## config.mk

```make
export PLATFORM = sky130hd
export DESIGN_NAME = vga_scanout
export DESIGN_NICKNAME = d
export VERILOG_FILES = /design/src/rtl/vga_pkg.sv /design/src/rtl/vga_timing_counter.sv /design/src/rtl/vga_scanout.sv
export SDC_FILE = /design/constraint.sdc
export NUM_CORES = 1
export LEC_CHECK = 0
export BUFFER_PORTS_ARGS = -buffer_cell sky130_fd_sc_hd__buf_2
export CAP_MARGIN = 40
export CORE_ASPECT_RATIO = 1.25
export CORE_MARGIN = 2
export CORE_UTILIZATION = 40
export CTS_CLUSTER_SIZE = 28
export DETAILED_ROUTE_END_ITERATION = 16
export PLACE_DENSITY_LB_ADDON = 0.12
export SKIP_LAST_GASP = 1
export SLEW_MARGIN = 10
export SYNTH_ARGS = -nofsm -noshare
export SYNTH_HDL_FRONTEND = slang
export SYNTH_SLANG_ARGS = --single-unit
export TNS_END_PERCENT = 5
```

## constraint.sdc

```tcl
create_clock -name clk_pix -period 3.4 [get_ports clk_pix]
set_input_delay 0.34 -clock clk_pix [delete_from_list [all_inputs] [get_ports clk_pix]]
set_output_delay 0.34 -clock clk_pix [all_outputs]
set_load 0.01 [all_outputs]
```

## src/rtl/vga_pkg.sv

```systemverilog
// Shared types, timing presets, colour-bar palette and RGB565 expansion
// for the VGA scan-out engine.
package vga_pkg;

    typedef enum logic [1:0] {
        MODE_STREAM = 2'd0,
        MODE_BARS   = 2'd1,
        MODE_SOLID  = 2'd2
    } vga_mode_e;

    localparam int VGA640_H_ACTIVE  = 640;
    localparam int VGA640_H_FP      = 16;
    localparam int VGA640_H_SYNC    = 96;
    localparam int VGA640_H_BP      = 48;
    localparam int VGA640_V_ACTIVE  = 480;
    localparam int VGA640_V_FP      = 10;
    localparam int VGA640_V_SYNC    = 2;
    localparam int VGA640_V_BP      = 33;

    localparam int SVGA800_H_ACTIVE = 800;
    localparam int SVGA800_H_FP     = 40;
    localparam int SVGA800_H_SYNC   = 128;
    localparam int SVGA800_H_BP     = 88;
    localparam int SVGA800_V_ACTIVE = 600;
    localparam int SVGA800_V_FP     = 1;
    localparam int SVGA800_V_SYNC   = 4;
    localparam int SVGA800_V_BP     = 23;

    localparam int HD720_H_ACTIVE   = 1280;
    localparam int HD720_H_FP       = 110;
    localparam int HD720_H_SYNC     = 40;
    localparam int HD720_H_BP       = 220;
    localparam int HD720_V_ACTIVE   = 720;
    localparam int HD720_V_FP       = 5;
    localparam int HD720_V_SYNC     = 5;
    localparam int HD720_V_BP       = 20;

    localparam logic [15:0] BAR_WHITE   = 16'hFFFF;
    localparam logic [15:0] BAR_YELLOW  = 16'hFFE0;
    localparam logic [15:0] BAR_CYAN    = 16'h07FF;
    localparam logic [15:0] BAR_GREEN   = 16'h07E0;
    localparam logic [15:0] BAR_MAGENTA = 16'hF81F;
    localparam logic [15:0] BAR_RED     = 16'hF800;
    localparam logic [15:0] BAR_BLUE    = 16'h001F;
    localparam logic [15:0] BAR_BLACK   = 16'h0000;

    function automatic logic [15:0] bar_color(input logic [2:0] idx);
        case (idx)
            3'd0:    return BAR_WHITE;
            3'd1:    return BAR_YELLOW;
            3'd2:    return BAR_CYAN;
            3'd3:    return BAR_GREEN;
            3'd4:    return BAR_MAGENTA;
            3'd5:    return BAR_RED;
            3'd6:    return BAR_BLUE;
            default: return BAR_BLACK;
        endcase
    endfunction

    // MSB replication so full-scale 5/6-bit codes map to 8'hFF.
    function automatic logic [23:0] rgb565_to_888(input logic [15:0] p);
        return {p[15:11], p[15:13], p[10:5], p[10:9], p[4:0], p[4:2]};
    endfunction

endpackage

```

## src/rtl/vga_timing_counter.sv

```systemverilog
// Horizontal/vertical position counters with active-region and sync decode.
module vga_timing_counter #(
    parameter int H_ACTIVE = 640,
    parameter int H_FP     = 16,
    parameter int H_SYNC   = 96,
    parameter int H_BP     = 48,
    parameter int V_ACTIVE = 480,
    parameter int V_FP     = 10,
    parameter int V_SYNC   = 2,
    parameter int V_BP     = 33,
    parameter int CNT_W    = 11
) (
    input  logic             clk_pix,
    input  logic             rst_n,
    output logic [CNT_W-1:0] h_cnt,
    output logic [CNT_W-1:0] v_cnt,
    output logic             active,
    output logic             hs_on,
    output logic             vs_on,
    output logic             frame_start
);

    localparam int H_TOTAL = H_ACTIVE + H_FP + H_SYNC + H_BP;
    localparam int V_TOTAL = V_ACTIVE + V_FP + V_SYNC + V_BP;

    localparam logic [CNT_W-1:0] H_LAST   = CNT_W'(H_TOTAL - 1);
    localparam logic [CNT_W-1:0] V_LAST   = CNT_W'(V_TOTAL - 1);
    localparam logic [CNT_W-1:0] H_ACT    = CNT_W'(H_ACTIVE);
    localparam logic [CNT_W-1:0] V_ACT    = CNT_W'(V_ACTIVE);
    localparam logic [CNT_W-1:0] H_SY_BEG = CNT_W'(H_ACTIVE + H_FP);
    localparam logic [CNT_W-1:0] H_SY_END = CNT_W'(H_ACTIVE + H_FP + H_SYNC);
    localparam logic [CNT_W-1:0] V_SY_BEG = CNT_W'(V_ACTIVE + V_FP);
    localparam logic [CNT_W-1:0] V_SY_END = CNT_W'(V_ACTIVE + V_FP + V_SYNC);

    logic [CNT_W-1:0] h_d, h_q, v_d, v_q;
    logic             run_d, run_q;

    // run_q holds the counters at (0,0) for the first cycle after reset release
    // so that cycle is the frame start.
    always_comb begin
        h_d   = h_q;
        v_d   = v_q;
        run_d = 1'b1;
        if (run_q) begin
            if (h_q == H_LAST) begin
                h_d = '0;
                v_d = (v_q == V_LAST) ? '0 : v_q + CNT_W'(1);
            end else begin
                h_d = h_q + CNT_W'(1);
            end
        end
    end

    always_ff @(posedge clk_pix) begin
        if (!rst_n) begin
            h_q   <= '0;
            v_q   <= '0;
            run_q <= 1'b0;
        end else begin
            h_q   <= h_d;
            v_q   <= v_d;
            run_q <= run_d;
        end
    end

    assign h_cnt       = h_q;
    assign v_cnt       = v_q;
    assign active      = run_q && (h_q < H_ACT) && (v_q < V_ACT);
    assign hs_on       = run_q && (h_q >= H_SY_BEG) && (h_q < H_SY_END);
    assign vs_on       = run_q && (v_q >= V_SY_BEG) && (v_q < V_SY_END);
    assign frame_start = run_q && (h_q == '0) && (v_q == '0);

endmodule

```

## src/rtl/vga_scanout.sv

```systemverilog
// VGA scan-out engine: pixel handshake, pattern mux, underflow counting and
// registered DAC outputs on top of the timing counter.
module vga_scanout
    import vga_pkg::*;
#(
    parameter int          H_ACTIVE = 640,
    parameter int          H_FP     = 16,
    parameter int          H_SYNC   = 96,
    parameter int          H_BP     = 48,
    parameter int          V_ACTIVE = 480,
    parameter int          V_FP     = 10,
    parameter int          V_SYNC   = 2,
    parameter int          V_BP     = 33,
    parameter logic        HS_POL   = 1'b0,
    parameter logic        VS_POL   = 1'b0,
    parameter int          CNT_W    = 11,
    parameter logic [15:0] UF_COLOR = 16'hF81F
) (
    input  logic             clk_pix,
    input  logic             rst_n,
    input  logic [1:0]       mode,
    input  logic [15:0]      pix_data,
    input  logic             pix_valid,
    output logic             pix_ready,
    input  logic             uf_clr,
    output logic             VGA_HS,
    output logic             VGA_VS,
    output logic             VGA_BLANK_N,
    output logic             VGA_SYNC_N,
    output logic [7:0]       VGA_R,
    output logic [7:0]       VGA_G,
    output logic [7:0]       VGA_B,
    output logic [CNT_W-1:0] H_Cont,
    output logic [CNT_W-1:0] V_Cont,
    output logic             frame_start,
    output logic [15:0]      uf_cnt
);

    localparam logic [CNT_W+2:0] H_ACT_X = (CNT_W + 3)'(H_ACTIVE);

    logic             active, hs_on, vs_on;
    vga_mode_e        mode_in, mode_cur, mode_d, mode_q;
    logic [CNT_W+2:0] h_x8;
    logic [2:0]       bar_idx;
    logic [15:0]      pix565;
    logic             underflow;
    logic [15:0]      uf_d, uf_q;
    logic             hs_d, hs_q, vs_d, vs_q, blank_d, blank_q;
    logic [23:0]      rgb_d, rgb_q;

    vga_timing_counter #(
        .H_ACTIVE(H_ACTIVE), .H_FP(H_FP), .H_SYNC(H_SYNC), .H_BP(H_BP),
        .V_ACTIVE(V_ACTIVE), .V_FP(V_FP), .V_SYNC(V_SYNC), .V_BP(V_BP),
        .CNT_W(CNT_W)
    ) u_timing (
        .clk_pix    (clk_pix),
        .rst_n      (rst_n),
        .h_cnt      (H_Cont),
        .v_cnt      (V_Cont),
        .active     (active),
        .hs_on      (hs_on),
        .vs_on      (vs_on),
        .frame_start(frame_start)
    );

    // Stage 0: the frame-start cycle already uses the newly sampled mode,
    // so every pixel of a frame sees the same mode.
    always_comb begin
        mode_in   = (mode == 2'd3) ? MODE_STREAM : vga_mode_e'(mode);
        mode_cur  = frame_start ? mode_in : mode_q;
        mode_d    = mode_cur;
        pix_ready = active && (mode_cur == MODE_STREAM);
        underflow = pix_ready && !pix_valid;
        h_x8      = {H_Cont, 3'b000};
        bar_idx   = 3'(h_x8 / H_ACT_X);

        pix565 = '0;
        if (active) begin
            case (mode_cur)
                MODE_STREAM: pix565 = pix_valid ? pix_data : UF_COLOR;
                MODE_BARS:   pix565 = bar_color(bar_idx);
                default:     pix565 = UF_COLOR;
            endcase
        end
        rgb_d   = rgb565_to_888(pix565);
        blank_d = active;
        hs_d    = hs_on ? HS_POL : ~HS_POL;
        vs_d    = vs_on ? VS_POL : ~VS_POL;

        uf_d = uf_q;
        if (uf_clr)
            uf_d = '0;
        else if (underflow && (uf_q != 16'hFFFF))
            uf_d = uf_q + 16'd1;
    end

    // Stage 1: registered DAC-side outputs.
    always_ff @(posedge clk_pix) begin
        if (!rst_n) begin
            mode_q  <= MODE_STREAM;
            uf_q    <= '0;
            hs_q    <= ~HS_POL;
            vs_q    <= ~VS_POL;
            blank_q <= 1'b0;
            rgb_q   <= '0;
        end else begin
            mode_q  <= mode_d;
            uf_q    <= uf_d;
            hs_q    <= hs_d;
            vs_q    <= vs_d;
            blank_q <= blank_d;
            rgb_q   <= rgb_d;
        end
    end

    assign VGA_HS      = hs_q;
    assign VGA_VS      = vs_q;
    assign VGA_BLANK_N = blank_q;
    assign VGA_SYNC_N  = 1'b0;
    assign VGA_R       = rgb_q[23:16];
    assign VGA_G       = rgb_q[15:8];
    assign VGA_B       = rgb_q[7:0];
    assign uf_cnt      = uf_q;

endmodule

```

==> summary.txt <==
Run
  • Max capacitance violation total: 0

Worst setup path
  • Capturing element type of the critical path: register
  • Startpoint kind of the worst setup timing path: register
  • Arrival time of the worst setup path: 2.78 ns
  • CP max FO: 17
  • Slack of the worst reg-to-reg path: 0.81 ns
  • Crit path max-delay cell type: sky130_fd_sc_hd__nor3b_1
  • Setup Crit Path Kind: register to register
  • Number of buffer and inverter stages on the critical path: 0
  • Critical-path cell list: nor4b_4 -> nand4_1 -> nor2_1 -> mux2i_1 -> nor3b_1 -> a221oi_1
  • Worst EP required: 3.59 ns
  • CP top delay family: simple AND/OR/NAND/NOR gates
  • CP peak stage delay: 0.57 ns

Yosys
  • Share of the synthesized area in the top cell type: 0.379
  • Leading area contributor after synthesis: sky130_fd_sc_hd__dfxtp_1
  • Async set-reset flop share out of synthesis: 0
  • Primary flip-flop cell chosen by synthesis mapping: sky130_fd_sc_hd__dfxtp_1
  • Post-Synthesis Mean Instance Area: 8.51 um^2
  • Cells after Synth: 373
  • Syn_nets: 400
  • Post-Syn Area: 3170 um^2
  • Synth top area cells: sky130_fd_sc_hd__dfxtp_1, sky130_fd_sc_hd__a21oi_1, sky130_fd_sc_hd__nand2_1
  • Number of enable flip-flop cells after synthesis: 0
  • Seq/Total Area, Yosys: 0.379
  • Number of unique standard cell types used by synthesis: 59
  • Post-synthesis register bit count: 60
  • Synth warnings: 0

Detailed routing
  • Detailed router's first-iteration violation count: 156
  • Antenna-violating nets left: 0
  • Routed via count: 2,954
  • Final routed wire length divided by cell count: 14.1 um
  • Via-to-Cell Ratio: 5.39
  • First-pass iteration count of the detailed router: 4
  • Aggregate routed wire length: 7.74 mm
  • Number of remaining DRC errors: 0

Clock network
  • CTS Sinks: 60
  • CTS tree: done
  • Cts repair resizes: 0
  • Clock insertion delay at the later pin of the skew report: 0.34 ns
  • CTS root buf: sky130_fd_sc_hd__clkbuf_8
  • Clock slew at reported path FFs: 0.07 ns
  • Setup Fix Bufs, Post-CTS: 0
  • Number of CTS-inserted buffers: 9
  • Depth of the CTS H-tree: 3
  • Hold Buf Count CTS: 0
  • Buffer levels on the longest clock path: 2

Timing
  • Clock skew after layout: 0.00947 ns
  • Fin. max-slew vios: 0
  • Number of hold violations in the final report: 0
  • Final period utilization: 0.763
  • Max-Slew Margin vs Limit: 0.499
  • Hold_ws: 0.209 ns
  • Setup ws final: 0.805 ns
  • Setup TNS: 0 ns
  • Highest clock rate: 385 MHz
  • Worst Tran Pin Value: 0.750 ns
  • Unrepaired setup endpoints after global routing: false
  • Final Setup Violations: 0
  • Final critical-path required period: 2.59 ns

Finish
  • Share of cells above drive strength 1: 0.260
  • Number of antenna repair diodes: 0
  • Fin util: 0.490
  • Most common cell after layout, fill and taps aside: sky130_fd_sc_hd__buf_2
  • Area added between synthesis and finish: 19.7%
  • Fillers: 794
  • Final non-filler cell area: 3800 um^2
  • Most frequent cells in the layout: sky130_fd_sc_hd__buf_2, sky130_fd_sc_hd__dfxtp_1, sky130_fd_sc_hd__nand2_1
  • Final-stage net count: 475

Pwr
  • PwrDens: 406 nW/um^2
  • Switching power of the nets: 0.384 mW
  • Relative contribution of sequential cells to total power: 0.474
  • VDD IR-drop max: 195 uV
  • Internal power contribution: 1.16 mW
  • Combinational group share of total power: 0.098
  • Switching Share: 0.249
  • Static Leakage: 1.61 nW
  • Clock group share of total power: 0.428

GRT
  • Wire length of the first global-routing pass: 13.2 mm
  • Leftover overflow at the end of global routing: 0
  • Initial antenna violation count: 0
  • Met2 Resource Use GR: 0.294
  • Largest net degree at the start of global routing: 19
  • All-Layer GR Usage: 0.182
  • Number of global-route vias before repair: 2,755
  • Most Crowded Layer GR: met2
  • Met3 track demand over resource in global routing: 0.0406
  • Met1 demand-to-capacity share in global routing: 0.237

Die
  • Area of the core region: 7750 um^2
  • Number of rows in the core area: 36
  • Height of the chip: 104 um
  • Effective utilization at floorplan: 0.410
  • Width of the die: 83.7 um
  • Die outline area: 8670 um^2
  • Number of I/O pins: 90

Place
  • Count of port buffers added during placement: 88
  • Post-placement setup slack: 0.814 ns
  • Final HPWL DP: 5.65 mm
  • Standard cell area after detailed placement: 3600 um^2
  • Last weighted congestion value of the routability-driven placer: 0.811

Run status
  • Run status: completed

Worst hold path
  • Worst hold-check path type: primary input to register
power by group through the flow:
stage | Sequential [mW] | Clock (mW) | Combinational (mW)
after global placement | 0.747 | 0 | 0.152
after CTS | 0.732 | 0.684 | 0.153
final | 0.732 | 0.661 | 0.150
after global routing | 0.734 | 0.714 | 0.168
after floorplan | 0.753 | 0 | 0.0991
after detailed placement | 0.748 | 0 | 0.152
synth_stat cells (all sizes together) (2+ instances only):
cell and n:
a21boi 3, a21oi 28, a221oi 5, a22oi 2, a31oi 2, a41oi 2, and2 6, and3 4
and4 6, buf 20, clkbuf 6, dfxtp 60, ha 5, inv 12, mux2i 4, nand2 35
nand2b 8, nand3 15, nand4 7, nor2 28, nor2b 10, nor3 6, nor3b 4, nor4 3
nor4b 4, o211ai 3, o21a 8, o21ai 18, o21bai 2, o31ai 6, or2 3, or3 9
or4 7, xnor2 10, xor2 11
layout make-up:
class / instances / area (um^2) / share of cell area
inverters: 12 / 45.0 / 0.0119
well taps: 95 / 119 / 0.0313
clock inverters: 4 / 47.5 / 0.0125
clock buffers: 12 / 155 / 0.0408
multi-input cells: 275 / 1780 / 0.467
repair buffers: 90 / 455 / 0.120
flip-flops and latches: 60 / 1200 / 0.316
per-stage QoR:
stage | power [mW] | std cells
after detailed placement | 0.900 | 532
after CTS | 1.57 | 548
after global routing | 1.62 | 548
final | 1.54 | 548
after global placement | 0.899 | 532
after floorplan | 0.853 | 373
per-layer routing:
| metal | up-vias | share of wire |
|---|---|---|
| met1 | 1388 | 0.46 |
| li1 | 1473 | - |
| met2 | 80 | 0.48 |
| met3 | 13 | 0.044 |
| met4 | 0 | 0.016 |
| met5 | - | 0 |
flip-flops by register name, indices dropped and copies added (netlist names):
| signal | flops |
|---|---|
| u_timing.v_cnt | 11 |
| u_timing.h_cnt | 11 |
| u_timing.run_q | 1 |
| mode_q | 2 |
| VGA_VS | 1 |
| VGA_HS | 1 |
| rgb_q | 16 |
| uf_cnt | 16 |
| VGA_BLANK_N | 1 |
worst reg2reg max path: cells and delay by family, from the launching register on:
family           cells  cell delay, ns
AO/OA/AOI/OAI        1            0.18
AND/OR/NAND/NOR      4            1.44
multiplexers         1            0.32
flip-flops           1            0.52
final timing paths:
| kind | cells after the start | start | to |
|---|---|---|---|
| setup / recovery | 6 | u_timing.h_cnt[10] | rgb_q[3] |
| setup reg to reg | 6 | u_timing.h_cnt[10] | rgb_q[3] |
| hold / removal | 2 | pix_data[11] | rgb_q[19] |
| hold reg to reg | 2 | uf_cnt[10] | uf_cnt[10] |
cells by family after synthesis:
logic type / synth area share
AND/OR/NAND/NOR: 0.282
AO/OA/AOI/OAI: 0.186
flip-flops: 0.379
buffers and inverters: 0.0619
XOR/XNOR: 0.0580
adder cells (fa/ha/maj): 0.0197
multiplexers: 0.0126
other: 0.00118
(Power assumes the default switching activity.)
